`config.mk`:
```
export PLATFORM = sky130hd
export DESIGN_NAME = addr_seq
export DESIGN_NICKNAME = d
export VERILOG_FILES = /design/src/rtl/addr_seq.sv
export SDC_FILE = /design/constraint.sdc
export NUM_CORES = 1
export LEC_CHECK = 0
export ABC_AREA = 1
export CORE_UTILIZATION = 56
export DETAILED_ROUTE_END_ITERATION = 7
export PLACE_DENSITY = 0.92
export SLEW_MARGIN = 25
export SYNTH_ARGS = -nofsm -noshare
export SYNTH_HDL_FRONTEND = slang
export SYNTH_SLANG_ARGS = --single-unit
export TNS_END_PERCENT = 5
```
`constraint.sdc`:
```
create_clock -name clk -period 3.32 [get_ports clk]
set_input_delay 0.498 -clock clk [delete_from_list [all_inputs] [get_ports clk]]
set_output_delay 0.498 -clock clk [all_outputs]
set_load 0.1 [all_outputs]
```
`src/rtl/addr_seq.sv`:
```
// ---------------------------------------------------------------------------
// addr_seq
// Self-timed SRAM read-address sequencer for the systolic array queues.
// A start pulse launches an internal counter that walks every weight/data
// queue through its tile, each queue starting SKEW cycles after the previous
// one. All outputs are registered; stall freezes the sequence in RUN.
//
// Ports
//   clk                 in   clock, rising edge
//   rst                 in   asynchronous active-high reset
//   start               in   begin a sequence (sampled only in IDLE)
//   tile_len            in   addresses per queue (sampled with start)
//   base_w              in   weight base address (sampled with start)
//   base_d              in   data base address (sampled with start)
//   stall               in   hold counter, outputs and state while in RUN
//   busy                out  state is not IDLE
//   done                out  one-cycle pulse when the sequence completes
//   raddr_valid_packed  out  bit k = queue k address valid
//   sram_raddr_w_packed out  queue k weight address at [(k+1)*AW-1 -: AW]
//   sram_raddr_d_packed out  queue k data address, same packing
// ---------------------------------------------------------------------------
module addr_seq #(
    parameter int unsigned ARRAY_SIZE  = 8,
    parameter int unsigned QUEUE_SIZE  = 4,
    parameter int unsigned QUEUE_COUNT = (ARRAY_SIZE + QUEUE_SIZE - 1) / QUEUE_SIZE,
    parameter int unsigned SKEW        = QUEUE_SIZE,
    parameter int unsigned ADDR_WIDTH  = 10,
    parameter int unsigned CNT_WIDTH   = 7,
    parameter int unsigned IDLE_ADDR   = 127
) (
    input  logic                              clk,
    input  logic                              rst,
    input  logic                              start,
    input  logic [CNT_WIDTH-1:0]              tile_len,
    input  logic [ADDR_WIDTH-1:0]             base_w,
    input  logic [ADDR_WIDTH-1:0]             base_d,
    input  logic                              stall,
    output logic                              busy,
    output logic                              done,
    output logic [QUEUE_COUNT-1:0]            raddr_valid_packed,
    output logic [QUEUE_COUNT*ADDR_WIDTH-1:0] sram_raddr_w_packed,
    output logic [QUEUE_COUNT*ADDR_WIDTH-1:0] sram_raddr_d_packed
);

    localparam int unsigned CW = CNT_WIDTH + 1;
    localparam int unsigned AW = ADDR_WIDTH;
    localparam int unsigned QC = QUEUE_COUNT;

    // Extra cycles the last queue trails queue 0.
    localparam logic [CW-1:0] SPAN   = CW'((QC - 1) * SKEW);
    localparam logic [AW-1:0] IDLE_A = AW'(IDLE_ADDR);

    localparam logic [1:0] S_IDLE = 2'd0;
    localparam logic [1:0] S_RUN  = 2'd1;
    localparam logic [1:0] S_DONE = 2'd2;

    logic [1:0]           state;
    logic [1:0]           state_nxt;
    logic [CW-1:0]        cnt;
    logic [CW-1:0]        cnt_nxt;
    logic [CW-1:0]        last;
    logic                 load_cfg;
    logic                 load_out;

    logic [CNT_WIDTH-1:0] len_q;
    logic [AW-1:0]        bw_q;
    logic [AW-1:0]        bd_q;

    logic [QC-1:0]        valid_calc;
    logic [QC*AW-1:0]     w_calc;
    logic [QC*AW-1:0]     d_calc;
    logic [CW-1:0]        lo;
    logic [CW-1:0]        off;

    // Final counter value: last queue issues its last address here.
    assign last = CW'(len_q) - CW'(1) + SPAN;

    // State register.
    always_ff @(posedge clk or posedge rst) begin
        if (rst) begin
            state <= S_IDLE;
            cnt   <= '0;
        end else begin
            state <= state_nxt;
            cnt   <= cnt_nxt;
        end
    end

    // Next-state and counter control.
    always_comb begin
        state_nxt = state;
        cnt_nxt   = cnt;
        load_cfg  = 1'b0;
        load_out  = 1'b0;
        case (state)
            S_IDLE: begin
                if (start) begin
                    if (tile_len != '0) begin
                        state_nxt = S_RUN;
                        load_cfg  = 1'b1;
                        cnt_nxt   = '0;
                    end else begin
                        // Empty tile: report completion without issuing anything.
                        state_nxt = S_DONE;
                    end
                end
            end
            S_RUN: begin
                if (!stall) begin
                    load_out = 1'b1;
                    if (cnt == last) begin
                        state_nxt = S_DONE;
                    end else begin
                        cnt_nxt = cnt + CW'(1);
                    end
                end
            end
            S_DONE: begin
                state_nxt = S_IDLE;
            end
            default: begin
                state_nxt = S_IDLE;
            end
        endcase
    end

    // Per-queue address generation from the shared counter.
    always_comb begin
        valid_calc = '0;
        w_calc     = {QC{IDLE_A}};
        d_calc     = {QC{IDLE_A}};
        lo         = '0;
        off        = '0;
        for (int k = 0; k < int'(QC); k++) begin
            lo  = CW'(k * int'(SKEW));
            off = cnt - lo;
            // Queue k is active for cnt in [k*SKEW, k*SKEW + len - 1].
            if ((cnt >= lo) && (off < CW'(len_q))) begin
                valid_calc[k]        = 1'b1;
                w_calc[k*AW +: AW]   = bw_q + AW'(off);
                d_calc[k*AW +: AW]   = bd_q + AW'(off);
            end
        end
    end

    // Sequence configuration captured with start.
    always_ff @(posedge clk or posedge rst) begin
        if (rst) begin
            len_q <= '0;
            bw_q  <= '0;
            bd_q  <= '0;
        end else if (load_cfg) begin
            len_q <= tile_len;
            bw_q  <= base_w;
            bd_q  <= base_d;
        end
    end

    // Status flags track the state being entered.
    always_ff @(posedge clk or posedge rst) begin
        if (rst) begin
            busy <= 1'b0;
            done <= 1'b0;
        end else begin
            busy <= (state_nxt != S_IDLE);
            done <= (state_nxt == S_DONE);
        end
    end

    // Address/valid registers: idle outside RUN, hold while stalled.
    always_ff @(posedge clk or posedge rst) begin
        if (rst) begin
            raddr_valid_packed  <= '0;
            sram_raddr_w_packed <= {QC{IDLE_A}};
            sram_raddr_d_packed <= {QC{IDLE_A}};
        end else if (state != S_RUN) begin
            raddr_valid_packed  <= '0;
            sram_raddr_w_packed <= {QC{IDLE_A}};
            sram_raddr_d_packed <= {QC{IDLE_A}};
        end else if (load_out) begin
            raddr_valid_packed  <= valid_calc;
            sram_raddr_w_packed <= w_calc;
            sram_raddr_d_packed <= d_calc;
        end
    end

endmodule

```
After elaboration in Yosys (flattened, before gate mapping). Cells that the tools add are included.

Add/sub/neg operators: 8. $lt $le $gt $ge: 4. Equality and inequality tests: 8. Mux-type cells: 27. Reduce and logical (&&, ||, !) cells: 8.

Operators with widths (number): 20-bit 2-to-1 mux (4); 10-bit by 8-bit adder with 10-bit output (4); 10-bit 2-to-1 mux (4); 8-bit 2-to-1 mux (4); 8-bit by 7-bit < comparator with 1-bit output (2); 8-bit one-hot mux with 2 select lines (1); 2-bit 2-to-1 mux (6); 8-bit by 1-bit adder with 8-bit output (second input constant) (1); 8-bit by 3-bit adder with 8-bit output (second input constant) (1); 8-bit equality test (1); 8-bit by 1-bit greater-or-equal comparator with 1-bit output (second input constant) (1); 8-bit by 3-bit greater-or-equal comparator with 1-bit output (second input constant) (1); 2-bit != test (second input constant) (4); 7-bit by 1-bit subtractor with 8-bit output (second input constant) (1); 8-bit by 3-bit subtractor with 8-bit output (second input constant) (1); 1-bit 2-to-1 mux (7); 7-bit nonzero test (1); 2-bit nonzero test (3); 5-bit AND reduction (1); 2-bit one-hot mux with 2 select lines (1); 2-bit by 1-bit equality test with 1-bit output (second input constant) (1); 2-bit equality test (second input constant) (1); 1-bit logical AND (2); 2-bit zero test (1); 2-bit by 1-bit != test with 1-bit output (second input constant) (1).

Bits in registers: 81. Input port bits: 31. Output and inout port bits: 44. Word-level logic and storage cells: 65.

Depth between registers and ports, before layout. Gate-level depths: netlist of run 1.

Word-level depth: 7. Depth in mapped cells: 15. Mapped depth without buffers: 14.

Worst setup path before layout of run 1. Ideal clock, no wire load.

Path kind: register -> register. Start: register cnt[2]. End: register sram_raddr_d_packed[12]. Setup time: 0.072 ns. Arrival time: 2.243 ns. Required time: 3.248 ns. Slack: 1.005 ns. Stages on the path, launching flop included: 16. Path buffers: 1. Clock period less this slack: 2.315 ns. Cells stage by stage: dfrtp_1 inv_1 ha_1 inv_1 ha_1 a21oi_1 o21ai_0 nand2_1 nand2_1 nand2_1 nand2_1 nand2_1 buf_2 nand3_1 nand2_1 inv_1.

Cells in the longest elaborated chain, start to end: 6. Elaborated cells on any way between the ends: 8. Those cells by class: add/sub (2); order compare (2); mux (3); reduce/logical (1).

RTL lines: start, declared (line 59) `logic [CW-1:0] cnt;`; start signal, assigned (line 85) `cnt <= cnt_nxt;`; 8-bit by 3-bit subtractor with 8-bit output (line 136) `off = cnt - lo;`; 8-bit by 7-bit < comparator with 1-bit output (line 138) `if ((cnt >= lo) && (off < CW'(len_q))) begin`; 1-bit logical AND (line 138); 10-bit 2-to-1 mux * (line 138); 20-bit 2-to-1 mux * (line 180) `end else if (load_out) begin`; 20-bit 2-to-1 mux * (line 176) `end else if (state != S_RUN) begin`; end signal, assigned (line 175) `sram_raddr_d_packed <= {QC{IDLE_A}};`; end signal, assigned (line 179) `sram_raddr_d_packed <= {QC{IDLE_A}};`; end signal, assigned (line 183) `sram_raddr_d_packed <= d_calc;`; end, declared (line 42) `output logic [QUEUE_COUNT*ADDR_WIDTH-1:0] sram_raddr_d_packed`.

Mark *: on every way between the ends. The rest lies on a longest branch, timed or not. The select of a mux whose other input is x is not followed. A chain may end at the register's enable or synchronous reset.

Worst setup path after layout of run 1.
Start: register cnt[2]. End: register sram_raddr_d_packed[15].

The elaborated chain is that of the path after synthesis.

==> impl_metrics.csv, run 1 <==
group,metric,value,unit
logic_synthesis,synth_warnings,0,
routing,post_drt_via_cell_ratio,5.38,
worst_setup_path,critical-path-max-stage-delay,0.60,ns
global_routing,grt.overflow.total,0,
sta,fin_setup_tns,0,ns
worst_setup_path,critPathMostFrequentCell,"nand2_1",
die,placeableCoreArea,9770,um^2
run,cap_violations,0,
place,port_buffers,74,
finish,final_layout_size_suffix_gt1_share,16.0,%
place,post-dp-hpwl,10600,um
routing,drt_drc_violations_left,0,
clock_tree,post_cts_hold_buffer_count,0,
worst_setup_path,endpoint_kind,"flip-flop",
die,fp.dieArea,10500,um^2
global_routing,grt_max_degree,43,
sta,skew,0.0152,ns
sta,holdWs,0.497,ns
sta,fin_crit,2.69,ns
place,pre_cts_ws,0.642,ns
clock_tree,insertion_delay,0.37,ns
min_path,hp-class,"reg -> reg",
logic_synthesis,post-synth-top-area-fraction,23.5,%
logic_synthesis,synth_edf_count,0,
logic_synthesis,cell_accounting_for_the_most_synthesized_area,"dfrtp_1",
logic_synthesis,synth_seq_area_share,36.5,%
clock_tree,tritoncts,"done",
finish,finish.net_count,884,
run_status,run_status,"finished, final reports clean",
global_routing,grt_pass1_wl,23000,um
sta,max_clock_freq,0.371,GHz
routing,number_of_vias_in_the_routed_layout,5071,
routing,wire_per_inst,14.8,um
logic_synthesis,asyncSetResetFlopFracSynth,100,%
worst_setup_path,timing.critical_path.required,3.64,ns
sta,setup_slack,0.628,ns
clock_tree,cts_root_buffer,"clkbuf_8",
sta,finalHoldViolations,0,
global_routing,antenna_found_initial,0,
finish,multi_input_area,3070,um^2
logic_synthesis,ys_dominant_reg_cell,"dfrtp_1",
finish,fill_cells,804,
clock_tree,max-clock-path-buffers,2,
sta,max_slew_margin,33.1,%
worst_setup_path,critical_path.slowest_cell,"dfrtp_1",
logic_synthesis,yosys-top-cells-area,"dfrtp_1 24%, dfstp_2 13%, nand2_1 11%, ha_1 10%, inv_1 6.8%",
place,gp_congestion,0.931,
clock_tree,cts_htree_levels,3,
logic_synthesis,synth.avg_cell_area,7.75,um^2
worst_setup_path,cp_max_fo,10,
finish,register_area,2060,um^2
die,floorplan.initialDensity,57.7,%
finish,n_antenna_cell,0,
clock_tree,tritoncts_num_sinks,81,
sta,rsz_0062_raised_after_global_routing,"false",
sta,final-max-slew-violation-count,0,
sta,finalSetupViolCount,0,
sta,tightest_slew,1.00,ns
logic_synthesis,synth_nets,807,
die,die_x,102,um
logic_synthesis,synth_cell_type_count,41,
worst_setup_path,timing.critical_path.from_type,"flip-flop",
clock_tree,postCtsSetupBuffers,0,
finish,layout-area-overhead-vs-synth,18.3,%
die,ioPinCount,75,
worst_setup_path,cp_data_arrival_time,3.01,ns
logic_synthesis,netlist_instances,728,
clock_tree,ctsResizeCount,0,
routing,routed_wirelength,14000,um
routing,drt_pass1_iterations,6,
clock_tree,clk_transition_reported_paths,0.10,ns
die,placementRows,36,
routing,drtAntennaViolNets,0,
sta,crit_share_post_route,81.1,%
global_routing,groute.usage.overall,28.8,%
clock_tree,tritoncts.num_buffers,9,
logic_synthesis,mapped_area,5640,um^2
global_routing,vias_in_the_first_global_route,4825,
finish,most_frequent_cells_in_the_layout,"171 x nand2_1, 101 x inv_1, 60 x nor2_1",
worst_setup_path,timing.critical_path.cells,"inv_1 -> ha_1 -> xor2_1 -> ha_1 -> nand2_1 -> nand2_1 -> o21bai_1 -> a21oi_1 -> xor2_1 -> nand3_1 -> nand2_1 -> inv_1",
routing,drt_first_iter_violations,265,
worst_setup_path,setup.worst_path.class,"reg -> reg",
logic_synthesis,yosys_register_bits,81,
die,die_height,102,um
finish,final_common_cell,"nand2_1",
[logic make-up after synthesis]
logic type               Yosys count  synth area share, %
AO/OA/AOI/OAI                     77                 7.34
XOR/XNOR                          31                 4.94
adder cells (fa/ha/maj)           48                 10.9
buffers and inverters            126                 8.98
flip-flops                        81                 36.5
multiplexers                      14                 2.79
AND/OR/NAND/NOR                  351                 28.5
[cell type report]
class,instances,share of cell area [%]
clock buffer,9,1.86
clock inverter,7,1.26
inverter,108,6.09
multi-input combinational,521,46.1
sequential,81,30.9
tap,133,2.49
timing repair buffer,84,11.4
[cell usage after synthesis (all sizes together), types with 14 or more instances]
master	count
a21oi	43
dfrtp	53
dfstp	28
ha	46
inv	107
mux2	14
nand2	173
nand3	61
nand4	21
nor2	67
o21ai	22
or2	16
xor2	20
[metal layers]
layer / routed length (um) / GRT usage [%] / up-vias
met5: 0 / 0 / -
met4: 351 / 12.1 / 0
met3: 828 / 4.24 / 27
met2: 6610 / 47.1 / 188
met1: 6170 / 38.1 / 2354
li1: - / - / 2502
[final timing paths]
check	startpoint	endpoint	slack, ns	depth (start not counted)
max	cnt[2]$_DFFE_PP0P_	sram_raddr_d_packed[15]$_DFFE_PP1P_	0.63	12
max reg2reg	cnt[2]$_DFFE_PP0P_	sram_raddr_d_packed[15]$_DFFE_PP1P_	0.63	12
max in group asynchronous	rst	sram_raddr_w_packed[16]$_DFFE_PP1P_	2.06	3
min	sram_raddr_w_packed[9]$_DFFE_PP0P_	sram_raddr_w_packed[9]$_DFFE_PP0P_	0.50	2
min reg2reg	sram_raddr_w_packed[9]$_DFFE_PP0P_	sram_raddr_w_packed[9]$_DFFE_PP0P_	0.50	2
min in group asynchronous	rst	cnt[5]$_DFFE_PP0P_	0.55	2
[sequential cells by signal, indices dropped and copies added, names as in the netlist]
name / flops
len_q: 7
state: 2
cnt: 8
busy: 1
sram_raddr_d_packed: 20
done: 1
bd_q: 10
bw_q: 10
raddr_valid_packed: 2
sram_raddr_w_packed: 20
[worst max-delay path: cells and delay by family (launching register included)]
family          cells  cell delay, ns
simple gates        4            0.32
compound gates      2            0.32
flops               1            0.60
buf+inv             2            0.26
fa+ha+maj           2            0.64
xor+xnor            2            0.49
[through the flow]
stage / cell area [um^2] / util, % / cells
final: 6680 / 68.3 / 943
after floorplan: 5640 / - / 728
after CTS: 6680 / 68.3 / 943
after detailed placement: 6470 / 66.2 / 927
after global routing: 6680 / 68.3 / 943
after global placement: 6470 / 66.2 / 927
Power of run 1 is left out: the tool's default activity adds up to more than one toggle a clock period on the data nets, which glitch-free logic cannot reach.
==> run 2: changes to the inputs <==
--- a/config.mk
+++ b/config.mk
@@ -6,9 +6,9 @@
 export NUM_CORES = 1
 export LEC_CHECK = 0
 export ABC_AREA = 1
-export CORE_UTILIZATION = 56
+export CORE_UTILIZATION = 51
 export DETAILED_ROUTE_END_ITERATION = 7
-export PLACE_DENSITY = 0.92
+export PLACE_DENSITY = 0.89
 export SLEW_MARGIN = 25
 export SYNTH_ARGS = -nofsm -noshare
 export SYNTH_HDL_FRONTEND = slang
==> constraint.sdc (replaced) <==
create_clock -name clk -period 2.2 [get_ports clk]
set_input_delay 0.33 -clock clk [delete_from_list [all_inputs] [get_ports clk]]
set_output_delay 0.33 -clock clk [all_outputs]
set_load 0.1 [all_outputs]
==> run 2 against run 1 <==
  * The flow now finishes with violations (negative setup slack)
  * First-iteration DRC count is 110% higher
  * Worst setup slack worse by 0.73 ns
  * Sequential share of layout area decreased by 3.2 points
  * Non-clock buffer count increased by 57
  * Cell area is 12% higher
  * Utilization up 0.78 points
  * Via count rose by 8.3%
  * Worst hold slack got worse by 0.18 ns
  * Routed wire length grew 16%
  * Global-route usage fell by 0.43 points
  * Critical endpoint is now sram_raddr_w_packed[18]$_DFFE_PP0P_
==> impl_metrics.csv, run 2 (synthesized netlist as in run 1, its figures left out) <==
group,metric,value,unit
clock_tree,clk_transition_reported_paths,0.09,ns
finish,most_frequent_cells_in_the_layout,"163 x nand2_1, 104 x buf_4, 96 x inv_1",
clock_tree,cts_htree_levels,3,
worst_setup_path,setup.worst_path.class,"reg -> reg",
run_status,violations,"negative setup slack",
global_routing,groute.usage.overall,28.3,%
die,die_x,107,um
routing,post_drt_via_cell_ratio,5.45,
routing,drt_drc_violations_left,0,
worst_setup_path,cp_data_arrival_time,2.56,ns
clock_tree,tritoncts_num_sinks,81,
die,ioPinCount,75,
sta,max_clock_freq,0.435,GHz
routing,wire_per_inst,16.1,um
sta,holdWs,0.319,ns
finish,postLayoutCellArea,7450,um^2
worst_setup_path,timing.critical_path.from_type,"flip-flop",
place,gp_congestion,0.965,
place,pre_cts_ws,-0.144,ns
routing,routed_wirelength,16200,um
clock_tree,max-clock-path-buffers,2,
sta,fin_crit,2.30,ns
min_path,hp-class,"in -> async",
place,postPlaceCellArea,6870,um^2
die,placementRows,38,
die,die_height,107,um
die,fp.dieArea,11500,um^2
routing,drtAntennaViolNets,0,
finish,reg_top3,"sram_raddr_d_packed x20, sram_raddr_w_packed x20",
sta,finalHoldViolations,0,
sta,tightest_slew,0.502,ns
place,post-dp-hpwl,11300,um
worst_setup_path,timing.critical_path.required,2.46,ns
routing,drt_pass1_iterations,6,
run_status,run_status,"finished, violations left",
global_routing,grt_pass1_wl,25100,um
clock_tree,insertion_delay,0.37,ns
routing,number_of_vias_in_the_routed_layout,5491,
sta,finalSetupViolCount,4,
routing,drt_first_iter_violations,565,
worst_setup_path,endpoint_kind,"flip-flop",
global_routing,grt_max_degree,36,
sta,setup_slack,-0.100,ns
global_routing,vias_in_the_first_global_route,5199,
global_routing,grt.overflow.total,0,
sta,rsz_0062_raised_after_global_routing,"true",
clock_tree,tritoncts,"done",
clock_tree,cts_root_buffer,"clkbuf_8",
sta,max_slew_margin,66.5,%
sta,final-max-slew-violation-count,0,
die,placeableCoreArea,10800,um^2
clock_tree,post_cts_hold_buffer_count,0,
finish,n_antenna_cell,0,
sta,skew,0.0114,ns
place,port_buffers,74,
sta,crit_share_post_route,105,%
finish,final_layout_size_suffix_gt1_share,28.4,%
sta,fin_setup_tns,-0.187,ns
die,floorplan.initialDensity,52.3,%
worst_setup_path,cp_max_fo,3,
finish,final_common_cell,"nand2_1",
global_routing,antenna_found_initial,0,
finish,finish.net_count,941,
finish,layout-area-overhead-vs-synth,32.1,%
clock_tree,tritoncts.num_buffers,9,
run,cap_violations,0,
==> run 2: cell count changes in the layout (fill, tap and decap cells not counted), sizes merged <==
| cell | before | now |
|---|---|---|
| buf | 38 | 110 |
| bufinv | 1 | 2 |
| clkbuf | 9 | 15 |
| clkdlybuf4s50 | 46 | 30 |
| clkinv | 2 | 1 |
| inv | 111 | 106 |
==> run 2: area by class of cell <==
class / count / area, um^2
Multi-Input combinational cell: 521 / 3350
Fill cell: 829 / 3340
Tap cell: 140 / 175
Timing Repair Buffer: 141 / 1220
Clock inverter: 2 / 60.1
Clock buffer: 14 / 174
Sequential cell: 81 / 2060
Inverter: 108 / 412
==> run 2: through the flow <==
stage	utilization (%)	instances
6_report	69.1	1007
5_1_grt	69.1	1007
4_1_cts	67.1	1002
3_5_place_dp	63.7	985
3_3_place_gp	63.7	985
2_1_floorplan	-	728
==> run 2: per-layer routing <==
metal  vias to the layer above  routed length (um)  GRT usage (%)
met3                        56                1130           4.92
met1                      2578                6710           37.1
met4                         0                 609           10.7
met2                       248                7780           46.7
li1                       2609                   -              -
met5                         -                   0              0
==> run 2: path summary, 6_finish.rpt <==
kind                                                    start                             endpoint  slack, ns  depth (start not counted)
max in group asynchronous                                 rst  sram_raddr_w_packed[15]$_DFFE_PP1P_       1.29                          3
setup reg to reg                           cnt[2]$_DFFE_PP0P_  sram_raddr_w_packed[18]$_DFFE_PP0P_      -0.10                         13
hold / removal                                            rst   sram_raddr_d_packed[7]$_DFFE_PP0P_       0.32                          2
setup / recovery                           cnt[2]$_DFFE_PP0P_  sram_raddr_w_packed[18]$_DFFE_PP0P_      -0.10                         13
hold reg to reg            sram_raddr_w_packed[8]$_DFFE_PP0P_   sram_raddr_w_packed[8]$_DFFE_PP0P_       0.49                          2
min in group clk           sram_raddr_w_packed[8]$_DFFE_PP0P_   sram_raddr_w_packed[8]$_DFFE_PP0P_       0.49                          2
==> run 2: what timing repair did <==
action	CTS	global route
buffers inserted	1	4
endpoints found under the setup margin	10	35
pin swaps	2	4
gates cloned	0	1
resized for setup	19	41
hold endpoints to repair	0	0
==> run 2: critical path, cell delays in order, from the launching register on <==
cell and delay, ns:
dfrtp_1 0.42, buf_4 0.17, nor3_4 0.15, nand3_2 0.13, xor2_2 0.17, buf_4 0.18, ha_4 0.30, inv_4 0.05
o21bai_1 0.21, a31oi_2 0.09, nand2_1 0.10, nand2_1 0.06, nand4_1 0.10, nand2_1 0.06
Power of run 2 is left out for the same reason.
==> run 3: changes to the inputs <==
--- a/config.mk
+++ b/config.mk
@@ -8,6 +8,7 @@
 export ABC_AREA = 1
 export CORE_UTILIZATION = 51
 export DETAILED_ROUTE_END_ITERATION = 7
+export GPL_ROUTABILITY_DRIVEN = 0
 export PLACE_DENSITY = 0.89
 export SLEW_MARGIN = 25
 export SYNTH_ARGS = -nofsm -noshare
==> run 3 against run 2 <==
  * The flow still finishes with violations (negative setup slack)
  * Worst hold slack improved by 0.072 ns
  * Final cell count fell by 1.1%
  * Die area did not move
  * Largest cell class unchanged
  * Worst setup slack got worse by 0.063 ns
==> impl_metrics.csv, run 3 (synthesized netlist as in run 1, its figures left out) <==
group,metric,value,unit
run_status,run_status,"finished, violations left",
run_status,violations,"negative setup slack",
finish,final_common_cell,"nand2_1",
worst_setup_path,crit-reg2reg-capture,"sram_raddr_d_packed[18]$_DFFE_PP0P_",
global_routing,grt.overflow.total,0,
global_routing,groute.usage.overall,27.5,%
min_path,hp-class,"in -> async",
place,port_buffers,74,
worst_setup_path,critical_path_buf_inv_count,1,
routing,wire_per_inst,17.4,um
place,pre_cts_ws,-0.139,ns
finish,most_frequent_cells_in_the_layout,"164 x nand2_1, 94 x buf_4, 93 x inv_1",
worst_setup_path,endpoint_kind,"flip-flop",
clock_tree,cts_root_buffer,"clkbuf_8",
worst_setup_path,critical_path.endpoint,"sram_raddr_d_packed[18]$_DFFE_PP0P_",
finish,register_area,2060,um^2
clock_tree,post_cts_hold_buffer_count,0,
routing,post_drt_via_cell_ratio,5.75,
worst_setup_path,setup.worst_path.class,"reg -> reg",
clock_tree,max-clock-path-buffers,2,
routing,drtAntennaViolNets,0,
routing,drt_first_iter_violations,673,
finish,reg_top3,"sram_raddr_d_packed x20, sram_raddr_w_packed x20",
routing,drt_pass1_iterations,7,
worst_setup_path,timing.critical_path.from_type,"flip-flop",
die,floorplan.initialDensity,52.3,%
worst_setup_path,cp_data_arrival_time,2.64,ns
worst_setup_path,critical-path-max-stage-delay,0.44,ns
sta,setup_slack,-0.164,ns
worst_setup_path,timing_startpoint_of_the_critical_path,"cnt[4]$_DFFE_PP0P_",
die,placementRows,38,
finish,post-route-util,68.9,%
finish,fill_cells,747,
sta,max_clock_freq,0.423,GHz
die,ioPinCount,75,
worst_setup_path,regToRegStartpoint,"cnt[4]$_DFFE_PP0P_",
worst_setup_path,cp_num_cells,10,
die,die_x,107,um
sta,tightest_slew,0.473,ns
clock_tree,tritoncts.num_buffers,9,
die,placeableCoreArea,10800,um^2
sta,final-max-slew-violation-count,0,
clock_tree,insertion_delay,0.39,ns
run,cap_violations,0,
routing,routed_wirelength,17400,um
finish,n_antenna_cell,0,
sta,holdWs,0.391,ns
worst_setup_path,cp_max_fo,3,
sta,fin_crit,2.36,ns
sta,finalHoldViolations,0,
routing,drt_drc_violations_left,0,
worst_setup_path,cp_top_family,"simple AND/OR/NAND/NOR gates",
finish,layout-area-overhead-vs-synth,31.7,%
sta,fin_setup_tns,-0.685,ns
global_routing,antenna_found_initial,0,
clock_tree,tritoncts_num_sinks,81,
worst_setup_path,worst-r2r-setup-slack,-0.16,ns
sta,rsz_0062_raised_after_global_routing,"true",
sta,skew,0.0152,ns
finish,multi_input_area,3430,um^2
finish,finish.net_count,930,
worst_setup_path,r2r_cells,10,
worst_setup_path,critical_path.slowest_cell,"dfrtp_1",
sta,finalSetupViolCount,11,
place,post-dp-hpwl,10900,um
global_routing,grt_pass1_wl,24400,um
routing,number_of_vias_in_the_routed_layout,5729,
sta,max_slew_margin,68.4,%
die,die_height,107,um
sta,crit_share_post_route,107,%
worst_setup_path,timing.critical_path.cells,"nor3_4 -> nand3_2 -> xor2_4 -> ha_4 -> inv_4 -> o21bai_1 -> a31oi_1 -> nand3_1 -> nand4_1 -> nand2_1",
die,fp.dieArea,11500,um^2
global_routing,grt_max_degree,82,
clock_tree,clk_transition_reported_paths,0.09,ns
worst_setup_path,timing.critical_path.required,2.47,ns
clock_tree,tritoncts,"done",
global_routing,vias_in_the_first_global_route,5215,
finish,final_layout_size_suffix_gt1_share,28.5,%
clock_tree,cts_htree_levels,3,
-- run 3: changes by cell type in the layout (fill, tap and decap cells not counted), sizes merged --
cell    before  now
clkbuf      15   10
buf        110   99
clkinv       1    3
inv        106  109
-- run 3: final cells by class --
cell class / count / area share [%]
clock buffer: 9 / 1.67
tap: 140 / 2.36
sequential: 81 / 27.8
clock inverter: 7 / 1.35
multi-input combinational: 521 / 46.2
timing repair buffer: 130 / 15.1
inverter: 108 / 5.57
-- run 3: layer usage --
layer,global-route usage [%],wire length (um),up-vias
li1,-,-,2592
met1,34.8,6610,2654
met2,46.3,8110,393
met3,4.50,1720,90
met4,12.1,922,0
met5,0,0,-
-- run 3: worst min-delay path by stage --
stage | startpoint | endpoint | slack (ns) | cells past startpoint
after floorplan | len_q[1]$_DFFE_PP0P_ | len_q[1]$_DFFE_PP0P_ | 0.47 | 2
after global placement | sram_raddr_d_packed[9]$_DFFE_PP0P_ | sram_raddr_d_packed[9]$_DFFE_PP0P_ | 0.47 | 2
after detailed placement | raddr_valid_packed[1]$_DFFE_PP0P_ | raddr_valid_packed[1]$_DFFE_PP0P_ | 0.47 | 2
after CTS | rst | len_q[1]$_DFFE_PP0P_ | 0.44 | 3
after global routing | rst | sram_raddr_d_packed[7]$_DFFE_PP0P_ | 0.47 | 3
final | rst | cnt[2]$_DFFE_PP0P_ | 0.39 | 3
-- run 3: tightest hold or removal path, stage by stage --
cell             delay, ns
clkdlybuf4s50_1       0.44
clkinvlp_4            0.10
buf_12                0.33
-- run 3: per-stage QoR --
stage	instances	cell area, um^2
2_1_floorplan	728	5650
3_3_place_gp	970	6750
3_5_place_dp	970	6750
4_1_cts	988	7030
5_1_grt	996	7430
6_report	996	7430
-- run 3: timing repair --
action,CTS,global route
resized for setup,11,63
pin swaps,2,40
buffers inserted,2,9
endpoints found under the setup margin,11,31
gates cloned,0,1
Power of run 3 is left out for the same reason.
